**src/rtl/ac_ctrl_seq.sv**
```systemverilog
// Basic-computer instruction sequencer: decodes one instruction, fetches operands, issues one accumulator strobe per cycle.
// Latency: reg-ref n+2 cycles, mem-ref k(+k_ind)+2; instr_ready only in IDLE; memRD/memADDR held until memACK.
module ac_ctrl_seq (
    input  logic        CLK,
    input  logic        RST,
    input  logic        instr_valid,
    output logic        instr_ready,
    input  logic [15:0] IR,
    input  logic [15:0] AC,
    input  logic        E,
    output logic        memRD,
    output logic [11:0] memADDR,
    input  logic        memACK,
    input  logic [15:0] memDATA,
    output logic        drLD,
    output logic        acLD,
    output logic        acINR,
    output logic        acCLR,
    output logic        AND,
    output logic        ADD,
    output logic        CMA,
    output logic        CME,
    output logic        CIR,
    output logic        CIL,
    output logic        CLE,
    output logic        done,
    output logic        skip,
    output logic        ill,
    output logic        halted
);

    typedef enum logic [2:0] {
        IDLE, DECODE, IND, FETCH, EXEC, MICRO, TEST, HALT
    } state_t;

    typedef struct packed {
        logic        ind;
        logic [2:0]  op;
        logic [11:0] addr;
    } instr_t;

    localparam logic [2:0] OP_AND = 3'b000;
    localparam logic [2:0] OP_ADD = 3'b001;
    localparam logic [2:0] OP_LDA = 3'b010;
    localparam logic [2:0] OP_REG = 3'b111;

    state_t      state_q, state_d;
    instr_t      ir_q, ir_d;
    logic [11:0] ea_q, ea_d;
    // Pending micro-ops from IR[11:5]; bit 6 is CLA, bit 0 is INC.
    logic [6:0]  mask_q, mask_d;
    logic [6:0]  top;
    logic        is_mref;
    logic        is_reg;
    logic        unused_mem_hi;

    assign unused_mem_hi = &{1'b0, memDATA[15:12]};

    assign is_mref = (ir_q.op == OP_AND) || (ir_q.op == OP_ADD) || (ir_q.op == OP_LDA);
    assign is_reg  = (ir_q.op == OP_REG) && !ir_q.ind;

    // Highest pending micro-op wins; later iterations overwrite lower bits.
    always_comb begin
        top = '0;
        for (int b = 0; b < 7; b++) begin
            if (mask_q[b]) begin
                top    = '0;
                top[b] = 1'b1;
            end
        end
    end

    always_ff @(posedge CLK) begin
        if (RST) begin
            state_q <= IDLE;
            ir_q    <= '0;
            ea_q    <= '0;
            mask_q  <= '0;
        end else begin
            state_q <= state_d;
            ir_q    <= ir_d;
            ea_q    <= ea_d;
            mask_q  <= mask_d;
        end
    end

    always_comb begin
        state_d = state_q;
        ir_d    = ir_q;
        ea_d    = ea_q;
        mask_d  = mask_q;
        case (state_q)
            IDLE: begin
                if (instr_valid) begin
                    ir_d    = IR;
                    state_d = DECODE;
                end
            end
            DECODE: begin
                if (is_reg) begin
                    mask_d  = ir_q.addr[11:5];
                    state_d = (|ir_q.addr[11:5]) ? MICRO : TEST;
                end else if (is_mref) begin
                    if (ir_q.ind) begin
                        state_d = IND;
                    end else begin
                        ea_d    = ir_q.addr;
                        state_d = FETCH;
                    end
                end else begin
                    state_d = EXEC;
                end
            end
            IND: begin
                if (memACK) begin
                    ea_d    = memDATA[11:0];
                    state_d = FETCH;
                end
            end
            FETCH: begin
                if (memACK) begin
                    state_d = EXEC;
                end
            end
            EXEC: begin
                state_d = IDLE;
            end
            MICRO: begin
                mask_d = mask_q & ~top;
                if (mask_d == '0) begin
                    state_d = TEST;
                end
            end
            TEST: begin
                state_d = ir_q.addr[0] ? HALT : IDLE;
            end
            HALT: begin
                state_d = HALT;
            end
            default: begin
                state_d = IDLE;
            end
        endcase
    end

    always_comb begin
        instr_ready = 1'b0;
        memRD       = 1'b0;
        memADDR     = '0;
        acLD        = 1'b0;
        acINR       = 1'b0;
        acCLR       = 1'b0;
        AND         = 1'b0;
        ADD         = 1'b0;
        CMA         = 1'b0;
        CME         = 1'b0;
        CIR         = 1'b0;
        CIL         = 1'b0;
        CLE         = 1'b0;
        done        = 1'b0;
        skip        = 1'b0;
        ill         = 1'b0;
        halted      = 1'b0;
        case (state_q)
            IDLE: begin
                instr_ready = 1'b1;
            end
            IND: begin
                memRD   = 1'b1;
                memADDR = ir_q.addr;
            end
            FETCH: begin
                memRD   = 1'b1;
                memADDR = ea_q;
            end
            EXEC: begin
                done = 1'b1;
                ill  = !is_mref;
                AND  = (ir_q.op == OP_AND);
                ADD  = (ir_q.op == OP_ADD);
                acLD = (ir_q.op == OP_LDA);
            end
            MICRO: begin
                acCLR = top[6];
                CLE   = top[5];
                CMA   = top[4];
                CME   = top[3];
                CIR   = top[2];
                CIL   = top[1];
                acINR = top[0];
            end
            TEST: begin
                // AC/E are the fed-back values after the last micro-op has landed.
                done = 1'b1;
                skip = (ir_q.addr[4] && !AC[15]) || (ir_q.addr[3] && AC[15]) ||
                       (ir_q.addr[2] && (AC == 16'h0000)) || (ir_q.addr[1] && !E);
            end
            HALT: begin
                halted = 1'b1;
            end
            default: begin
                instr_ready = 1'b0;
            end
        endcase
    end

    assign drLD = (state_q == FETCH) && memACK;

endmodule

```
**config.mk**
```make
export PLATFORM = sky130hd
export DESIGN_NAME = ac_ctrl_seq
export DESIGN_NICKNAME = d
export VERILOG_FILES = /design/src/rtl/ac_ctrl_seq.sv
export SDC_FILE = /design/constraint.sdc
export NUM_CORES = 1
export LEC_CHECK = 0
export ABC_AREA = 1
export CORE_ASPECT_RATIO = 0.6
export CORE_MARGIN = 3
export CORE_UTILIZATION = 44
export CTS_CLUSTER_SIZE = 12
export DETAILED_ROUTE_END_ITERATION = 10
export MAX_ROUTING_LAYER = met4
export PLACE_DENSITY = 0.77
export SETUP_SLACK_MARGIN = 0.3
export SYNTH_ARGS = -nofsm -noshare
export SYNTH_HDL_FRONTEND = slang
export SYNTH_SLANG_ARGS = --single-unit
```
**constraint.sdc**
```tcl
create_clock -name CLK -period 1.9 [get_ports CLK]
set_input_delay 0.38 -clock CLK [delete_from_list [all_inputs] [get_ports CLK]]
set_output_delay 0.38 -clock CLK [all_outputs]
set_load 0.01 [all_outputs]
```
======== Word level (Yosys, flattened, before mapping) ========
Index checks and enable logic that the tools add are counted.
operators by class
  reductions and logical operators ........ 28
  bitwise operators ....................... 2
  eq/ne operators ......................... 18
  mux-type cells .......................... 41
operators by type and width
  kind                                            count
  2-to-1 mux 12 bit                               4
  case mux 12 bit (2 select lines)                2
  2-to-1 mux 7 bit                                6
  case mux 3 bit (8 select lines)                 1
  2-to-1 mux 3 bit                                7
  2-to-1 mux 1 bit                                18
  logical NOT 16 bit                              1
  != test 2 bit (second input constant)           8
  == test 3 bit (second input constant)           5
  case mux 7 bit (2 select lines)                 1
  == test 3 x 2 -> 1 bit (second input constant)  3
  AND 7 bit                                       1
  logical NOT 7 bit                               1
  inverter 7 bit                                  1
  OR reduction 7 bit                              1
  == test 3 x 1 -> 1 bit (second input constant)  2
  logical AND 1 bit                               6
  logical NOT 3 bit                               2
  logical OR 1 bit                                5
  AND reduction 5 bit                             1
  logical NOT 1 bit                               4
  2-to-1 mux 2 bit                                2
  AND reduction 2 bit                             2
  AND reduction 4 bit                             1
  2 further kinds                                 4
storage, ports and cells
  flip-flop bits (word level) ............. 38
  logic and storage cells ................. 95
  output and inout port bits .............. 29
  input bits .............................. 53

======== Longest topological paths before layout ========
Gate-level depths: netlist of the first run.
  depth after elaboration ................. 12
  mapped depth ............................ 12
  depth with buffers taken out ............ 12

======== Worst setup path before layout of the first run ========
No wires, ideal clock.
  kind .................................... reg-to-output
  start point ............................. register state_q[0]
  end point ............................... output port memADDR[0]
  path buffers ............................ 3
  required time ........................... 1.520 ns
  stages on the path, launching flop included .. 7
  arrival time ............................ 1.217 ns
  setup slack ............................. 0.303 ns
  cells stage by stage .................... dfxtp_1 nor2_1 nand2_1 buf_6 buf_6 buf_2 o22ai_1
between the ends
  cells in the longest elaborated chain, start to end .. 2
  elaborated cells on any way between the ends .. 3
  classes of those cells .................. eq/ne: 2; mux: 1
ends and longest elaborated chain
  element                               RTL line  text
  start, declared                       47        state_t state_q, state_d;
  start signal, assigned                80        state_q <= state_d;
  == test 3 x 2 -> 1 bit                164       case (state_q)
  case mux 12 bit (2 select lines) (*)  164
  end, declared                         12        output logic [11:0] memADDR,
Every way passes the cells marked *; elsewhere a longest branch is shown, timed or not.

======== Final worst setup path of the first run ========
  start point ............................. input port AC[12]
  end point ............................... output port skip
between the ends
  cells in the longest elaborated chain, start to end .. 5
ends and longest elaborated chain
  element             RTL line  text
  start, declared     9         input logic [15:0] AC,
  logical NOT 16 bit  196       (ir_q.addr[2] && (AC == 16'h0000)) || (ir_q.addr[1] && !E);
  logical AND 1 bit   196
  logical OR 1 bit    195       skip = (ir_q.addr[4] && !AC[15]) || (ir_q.addr[3] && AC[15]) ||
  logical OR 1 bit    196
  2-to-1 mux 1 bit    164
  end, declared       27        output logic skip,
Every way passes these cells.

==> results of run 1 <==
[metrics by stage]
stage | util | setup TNS [ps]
after floorplan | - | 0
after global placement | 0.704 | -674
after detailed placement | 0.704 | -1010
after CTS | 0.776 | 0
after global routing | 0.867 | -109
final | 0.867 | -33.2
[logic make-up after synthesis]
group           Yosys count  share of synthesized area
simple gates             97                      0.205
compound gates           91                      0.242
buf+inv                  62                      0.126
flops                    38                      0.364
mux                      12                     0.0646
[final cells by class]
cell class	instances	area share
multi-input combinational	200	0.382
timing repair buffer	123	0.310
sequential	38	0.207
inverter	49	0.0524
tap	60	0.0199
clock buffer	5	0.0183
clock inverter	3	0.0106
[placed cells by master (no fill, tap or decap), drive strengths merged]
| cell type | count |
|---|---|
| clkinvlp | 1 |
| mux2 | 12 |
| a21oi | 37 |
| buf | 74 |
| clkinv | 2 |
| nor3 | 7 |
| o21bai | 1 |
| clkdlybuf4s50 | 32 |
| o22ai | 13 |
| clkdlybuf4s15 | 8 |
| o221ai | 3 |
| nand4 | 2 |
| o211ai | 2 |
| dlygate4sd2 | 4 |
| nor2 | 27 |
| dfxtp | 38 |
| or2 | 3 |
| clkbuf | 10 |
| nand3 | 9 |
| o21ai | 33 |
| inv | 48 |
| nor4 | 7 |
| nand2 | 42 |
| bufinv | 1 |
| a31oi | 2 |
[layer usage]
metal | up-vias | part of all wire | track usage
met5 | - | 0 | -
met4 | 0 | 0.042 | 0.0390
met3 | 56 | 0.10 | 0.0787
met2 | 186 | 0.46 | 0.427
met1 | 1300 | 0.39 | 0.360
li1 | 1251 | - | -
[where the power goes]
| part | switching, uW | leakage [uW] | internal [uW] |
|---|---|---|---|
| Sequential | 252 | 0.000317 | 1050 |
| Clock | 314 | 0.0000579 | 387 |
| Combinational | 1560 | 0.00126 | 1380 |
[worst min path at each step]
stage	cells past startpoint	to	slack (ps)
2_1_floorplan	2	ea_q[10]	430
3_3_place_gp	2	ea_q[9]	440
3_5_place_dp	2	ea_q[9]	440
4_1_cts	2	ea_q[9]	450
5_1_grt	2	ea_q[8]	470
6_report	2	ea_q[10]	460
[registers in the layout, indices dropped and copies added, names as in the netlist]
signal   cells
ea_q        12
ir_q        16
state_q      3
mask_q       7
[worst reg2reg max path, cell delays in order (launching register included)]
cell and delay [ps]:
dfxtp_4 410, nor2_4 150, nand2_4 100, buf_12 140, buf_16 120, buf_8 130
o211ai_4 270, clkbuf_16 230, o21ai_2 50, a21oi_1 130
[what timing repair did]
action                     4_1_cts  5_1_grt
setup endpoints to repair       34       51
hold endpoints to repair         0        0
gates cloned                     1        2
setup buffers                    7       14
resized for setup              208       78
pin swaps                       15       34
==> run metrics, run 1 <==
status complete, but fails checks; failing checks negative setup slack; Finish-stage setup viols 1; CTS Hold Bufs 0; Layout Cells excl Fill 478; capturing element type of the critical path output pin; Crit. Startpoint AC[12]; gr usage total 0.273; flop-to-flop setup slack 90 ps; Worst Hold Class reg -> reg; initial antenna violation count 0; f_max 517 MHz; Layout Nets 470; Post-synth top cells inv_1, nand2_1, dfxtp_1, a21oi_1, nor2_1; largest net degree at the start of global routing 37; H-tree Lvls 2; Final Power 4940 uW; pre-CTS setup slack -614 ps; initial core utilization 0.481; min Tclk post-route 1930 ps; clock slew at reported path FFs 70 ps; FF-to-FF Start state_q[2]; Worst Reg2Reg Path Length in Cells 9; core area 4350 sq um; register area 779 sq um; r2r endpoint ea_q[3]; top cells by area, synth dfxtp_1, a21oi_1, inv_1; Post-Layout Inst Area 3770 sq um; WL per Instance 19.4 microns; TritonCTS Buffers 5; Worst Hold Launch ea_q[10]; count of unique library cells instantiated by Yosys 28; pwr dens 1310 nW/um^2; routability cong. 0.857; Cells after Synth 300; clk sink count 38; Worst path max stage delay 190 ps; Post-synth EDFFs 0; Layout area overhead 80.2%; Rel. slew slack 0.761; Fillers 200; LEAKAGE 0.00163 uW; Critical path destination skip; row cnt 18; die area 5650 sq um; Avg Synthesized Cell Area 6.97 sq um; # diodes 0; Worst path depth 9; Final Cycle Share 1.02; Ports 82; Hold Vio Cnt, Final 0; area share of the largest cell type after synthesis 0.364; TritonCTS clock tree built; Async SR Flop Fraction 0; via density per instance 5.84; register area share after synthesis 0.364; DP HPWL 4720 microns; CP Cell Sequence clkdlybuf4s15_1, nor2_1, nand2_1, nor4_4, nand3_1, nand3_1, nand2_1, inv_1, buf_2; first-pass GRT wire length 11500 microns; clk_lat worst skew 310 ps; Die Span X 95.0 microns; Top FF cell, synth dfxtp_1; WHS 459 ps; post-synth top area cell dfxtp_1; Overflow after GRT 0; drt pass-1 iters 6; share of cells above drive strength 1 0.426; via count 2793; Crit Path Max Fanout 1; Post-Syn Area 2090 sq um; VDD IR max 0.691 mV; register bit total from synthesis 38; Req. time, crit path 1520 ps; number of instances in the placed design 446; slowest cell on the critical path clkdlybuf4s15_1; syn_nets 353; number of buffers added on ports 77; CP top delay family simple AND/OR/NAND/NOR gates; Clock Tree Root clkbuf_8; max_cap viols 0; post-route ant nets 0; clk_skew 16.7 ps; initial DRC count 293; number of global-route vias before repair 2397; YS warnings 0; WL final 9250 microns; Setup WS post-layout -33.2 ps; Critical Path Start Type input pin; area of the multi-input gates 1440 sq um; Critical Path AT 1550 ps; Die Span Y 59.4 microns; DP Area 3060 sq um; WS Path Type in -> out; clk buf depth 2; Final Slew Violations 0; RSZ-0062 raised after global routing yes; CP bufs+invs 3; most common cell in the synthesized netlist inv_1; worst slew pin tran 358 ps; DRC Markers 0
No activity file was read; power rests on OpenSTA's default activity.
==> run 2, diff against run 1 <==
--- a/config.mk
+++ b/config.mk
@@ -14,6 +14,8 @@
 export MAX_ROUTING_LAYER = met4
 export PLACE_DENSITY = 0.77
 export SETUP_SLACK_MARGIN = 0.3
+export SLEW_MARGIN = 20
 export SYNTH_ARGS = -nofsm -noshare
 export SYNTH_HDL_FRONTEND = slang
 export SYNTH_SLANG_ARGS = --single-unit
+export TNS_END_PERCENT = 20
==> run 2 against run 1 <==
Compared with the run above: the run now ends clean; design area fell by 7.5%; cell count shrank 2.1%; non-clock buffer count shrank 10; sequential cell count did not move; worst setup slack better by 150 ps; fmax is 8.6% higher; global-route usage is 2.1 points lower; register-to-register slack better by 120 ps; clock power shrank 2%; clock skew fell by 5.5 ps; critical endpoint is now memADDR[8]; largest power group unchanged.
==> run metrics, run 2 (same netlist as run 1, synthesis figures left out) <==
DRC Markers 0; VDD IR max 0.676 mV; WL final 7370 microns; LEAKAGE 0.00151 uW; post-layout util 0.803; Layout Cells excl Fill 468; pre-CTS setup slack -614 ps; flop-to-flop setup slack 210 ps; Layout area overhead 66.7%; clock slew at reported path FFs 80 ps; die area 5650 sq um; initial antenna violation count 0; Top reg by flops ir_q; WS Path Type reg -> out; slowest cell on the critical path dfxtp_4; min Tclk post-route 1780 ps; drt pass-1 iters 5; number of buffers added on ports 77; via count 2512; Critical Path AT 1400 ps; clk_skew 11.2 ps; clk_lat worst skew 300 ps; Worst path max stage delay 400 ps; commonest non-fill, non-tap cell in the layout inv_1; post-route ant nets 0; core area 4350 sq um; biggest regs ir_q (16), ea_q (12), mask_q (7); Final Cycle Share 0.937; Crit Path Max Fanout 10; routability cong. 0.857; Layout Nets 460; clk sink count 38; Die Span X 95.0 microns; DP HPWL 4720 microns; initial DRC count 173; Critical Path Start Type register; max FFs per register 16; Ports 82; # diodes 0; Hold Vio Cnt, Final 0; capturing element type of the critical path output pin; Clock Tree Root clkbuf_8; Overflow after GRT 0; share of cells above drive strength 1 0.358; most frequent cells in the layout inv_1, a21oi_1, nand2_1; TNS Setup 0 ps; Fillers 279; pwr dens 1220 nW/um^2; RSZ-0062 raised after global routing yes; worst slew pin tran 305 ps; number of instances in the placed design 446; H-tree Lvls 2; CTS Hold Bufs 0; number of global-route vias before repair 2247; DP Area 3060 sq um; largest net degree at the start of global routing 37; Die Span Y 59.4 microns; TritonCTS clock tree built; Finish-stage setup viols 0; Worst Hold Class reg -> reg; clk buf depth 2; WL per Instance 15.7 microns; first-pass GRT wire length 10700 microns; row cnt 18; CP Cell Sequence nor2_4, nand2_4, buf_6, o22ai_1, buf_2; TritonCTS Buffers 5; status finished, final reports clean; Setup WS post-layout 120 ps; via density per instance 5.37; gr usage total 0.252; f_max 562 MHz; Rel. slew slack 0.796; initial core utilization 0.481; Req. time, crit path 1520 ps; Final Slew Violations 0; max_cap viols 0; Post-Layout Inst Area 3490 sq um
## run 2: cell types whose count changed in the layout (fill, tap and decap cells not counted), sizes merged
cell / change
buf: -15
clkbuf: +3
dlygate4sd2: +2
## run 2: final timing paths
| path | cells after the start | endpoint | startpoint |
|---|---|---|---|
| worst min-delay path | 2 | ea_q[4] | ea_q[4] |
| worst max-delay path | 5 | memADDR[8] | state_q[2] |
| worst min register to register | 2 | ea_q[4] | ea_q[4] |
| worst max register to register | 10 | ea_q[2] | state_q[0] |
## run 2: worst max-delay path: cells and delay by family (launching register included)
family	cells	cell delay, ps
flip-flops	1	400
buffers and inverters	2	310
AND/OR/NAND/NOR	2	280
AO/OA/AOI/OAI	1	110
## run 2: through the flow
stage	hold WS, ps	total power [uW]
floorplan	429	2340
global placement	437	2990
detailed placement	443	3030
CTS	454	3790
global route	474	4540
finish	461	4270
## run 2: routing by layer
metal	vias up	track usage	wire length, microns
li1	1228	-	-
met1	1182	0.350	3340
met2	94	0.380	3510
met3	8	0.0558	459
met4	0	0.0472	60
met5	-	-	0
## run 2: final cells by class
type                            instances  area (sq um)  share of cell area
Clock buffer                            5          68.8              0.0197
Clock inverter                          3          40.0              0.0115
Inverter                               49           195              0.0560
Multi-Input combinational cell        200          1360               0.390
Sequential cell                        38           777               0.223
Tap cell                               60          75.1              0.0215
Timing Repair Buffer                  113           973               0.279
## run 2: repair_timing
action | 4_1_cts | 5_1_grt
hold endpoints to repair | 0 | 0
buffers inserted | 1 | 11
pin swaps | 13 | 16
resized for setup | 166 | 63
setup endpoints to repair | 34 | 50
gates cloned | 0 | 2
## run 2: power by group
part           internal (uW)  total (uW)  leakage (uW)  switching [uW]
sequential              1050        1290      0.000316             238
clock                    387         688     0.0000579             302
combinational           1030        2290       0.00114            1260
total                   2460        4270       0.00151            1800
==> run 3, diff against run 2 <==
--- a/config.mk
+++ b/config.mk
@@ -7,13 +7,12 @@
 export LEC_CHECK = 0
 export ABC_AREA = 1
 export CORE_ASPECT_RATIO = 0.6
-export CORE_MARGIN = 3
+export CORE_MARGIN = 2
 export CORE_UTILIZATION = 44
 export CTS_CLUSTER_SIZE = 12
 export DETAILED_ROUTE_END_ITERATION = 10
 export MAX_ROUTING_LAYER = met4
 export PLACE_DENSITY = 0.77
-export SETUP_SLACK_MARGIN = 0.3
 export SLEW_MARGIN = 20
 export SYNTH_ARGS = -nofsm -noshare
 export SYNTH_HDL_FRONTEND = slang
==> constraint.sdc (replaced) <==
create_clock -name CLK -period 1.9 [get_ports CLK]
set_input_delay 0.38 -clock CLK [delete_from_list [all_inputs] [get_ports CLK]]
set_output_delay 0.38 -clock CLK [all_outputs]
set_load 0.02 [all_outputs]
==> run 3 against run 2 <==
Compared with the run above: the flow now finishes with violations (negative setup slack); utilization is 11 points lower; worst hold slack worse by 7.8 ps; clock power is 2% lower; global-route usage is 0.28 points higher; design area is 8.8% lower; first-iteration DRC count is 13% lower; clock skew is 5.2 ps lower; register-to-register slack better by 50 ps; largest cell class unchanged.
==> run metrics, run 3 (same netlist as run 1, synthesis figures left out) <==
worst slew pin tran 326 ps; drt pass-1 iters 4; Pint 2240 uW; FF-to-FF Start state_q[2]; Rel. slew slack 0.782; status complete, but fails checks; Ports 82; WL per Instance 13.9 microns; clk_skew 6.00 ps; gr usage total 0.255; Clock Tree Root clkbuf_8; die area 5340 sq um; via count 2388; Fillers 411; Overflow after GRT 0; max FFs per register 16; Layout area overhead 52.0%; sequential share of power 0.320; min Tclk post-route 1920 ps; CP top delay family buffers and inverters; DRC Markers 0; sw power 1530 uW; Req. time, crit path 1520 ps; most frequent cells in the layout inv_1, nand2_1, a21oi_1; H-tree Lvls 2; Critical Path Start Type input pin; failing checks negative setup slack; via density per instance 5.18; Final Power 3770 uW; WS Path Type in -> out; CP bufs+invs 3; pwr dens 1190 nW/um^2; Worst Reg2Reg Path Length in Cells 9; # diodes 0; slowest cell on the critical path clkdlybuf4s50_1; Die Span Y 57.4 microns; CP dominant cell by count nand3_1; clk_lat worst skew 290 ps; Worst Hold Class reg -> reg; worst hold stages 2; r2r endpoint state_q[2]; initial DRC count 150; commonest non-fill, non-tap cell in the layout inv_1; clk sink count 38; max_cap viols 0; Worst Hold Launch ea_q[4]; Finish-stage setup viols 1; Final Slew Violations 0; Hold Vio Cnt, Final 0; Setup WS post-layout -18.8 ps; RSZ-0062 raised after global routing yes; TNS Setup -18.8 ps; number of buffers added on ports 77; largest net degree at the start of global routing 37; Layout Cells excl Fill 461; Comb power frac 0.501; CTS Hold Bufs 0; LEAKAGE 0.00148 uW; Layout Nets 450; DP HPWL 4650 microns; capturing element type of the critical path output pin; f_max 521 MHz; core area 4560 sq um; share of cells above drive strength 1 0.236; number of instances in the placed design 453; clock slew at reported path FFs 70 ps; first-pass GRT wire length 10400 microns; clk buf depth 2; Die Span X 93.0 microns; biggest regs ir_q (16), ea_q (12), mask_q (7); hold endpoint ea_q[4]; TritonCTS Buffers 5; CP Cell Sequence clkdlybuf4s50_1, nor4_4, nand3_1, nand3_1, nand2_1, inv_1, buf_6; row cnt 19; Final Cycle Share 1.01; WL final 6400 microns; setup repair bufs after CTS 0; Switching Share 0.406; flop-to-flop setup slack 260 ps; routability cong. 0.850; initial core utilization 0.458; Top reg by flops ir_q; Worst path max stage delay 450 ps; Crit Path Max Fanout 1; post-route ant nets 0; TritonCTS clock tree built; initial antenna violation count 0; power share of the clock group 0.178; VDD IR max 0.816 mV; Critical Path AT 1540 ps; number of global-route vias before repair 2235
-- run 3: layer usage --
metal,vias to the layer above,part of all wire,track usage
met1,1093,0.49,0.352
met5,-,0,-
met3,8,0.060,0.0555
met4,0,0.010,0.0630
li1,1200,-,-
met2,87,0.44,0.382
-- run 3: power by group through the flow --
| stage | Sequential [uW] | Combinational, uW | Clock, uW |
|---|---|---|---|
| 2_1_floorplan | 1160 | 1240 | 0 |
| 3_3_place_gp | 1190 | 1870 | 0 |
| 3_5_place_dp | 1200 | 1910 | 0 |
| 4_1_cts | 1200 | 1880 | 679 |
| 5_1_grt | 1230 | 2110 | 719 |
| 6_report | 1210 | 1890 | 672 |
-- run 3: metrics by stage --
stage / area (sq um) / utilization / setup slack [ps] / hold slack (ps)
6_report: 3180 / 0.697 / -18.8 / 453
5_1_grt: 3180 / 0.697 / -95.4 / 473
4_1_cts: 3190 / 0.700 / -202 / 457
3_5_place_dp: 3080 / 0.675 / -724 / 445
3_3_place_gp: 3080 / 0.675 / -709 / 437
2_1_floorplan: 2090 / - / -124 / 429
-- run 3: area by class of cell --
class / instances / area (sq um) / area share
clock buffers: 7 / 76.3 / 0.0240
repair buffers: 103 / 913 / 0.287
clock inverters: 1 / 30.0 / 0.00944
inverters: 49 / 184 / 0.0578
well taps: 63 / 78.8 / 0.0248
multi-input cells: 200 / 1130 / 0.356
flip-flops and latches: 38 / 764 / 0.240
-- run 3: timing repair --
action	CTS	global route
resized for setup	81	57
pin swaps	1	12
setup endpoints to repair	29	27
-- run 3: worst max-delay path by stage --
stage	depth (start not counted)	end	slack [ps]	from
CTS	8	skip	-200	AC[1]
floorplan	4	ADD	-120	state_q[2]
finish	7	skip	-20	AC[10]
detailed placement	8	skip	-720	AC[9]
global route	7	skip	-100	AC[10]
global placement	8	skip	-710	AC[9]
-- run 3: tightest hold or removal path, cell delays in order, from the launching register on --
cell and delay (ps):
dfxtp_1 300, inv_1 60, a21oi_1 50
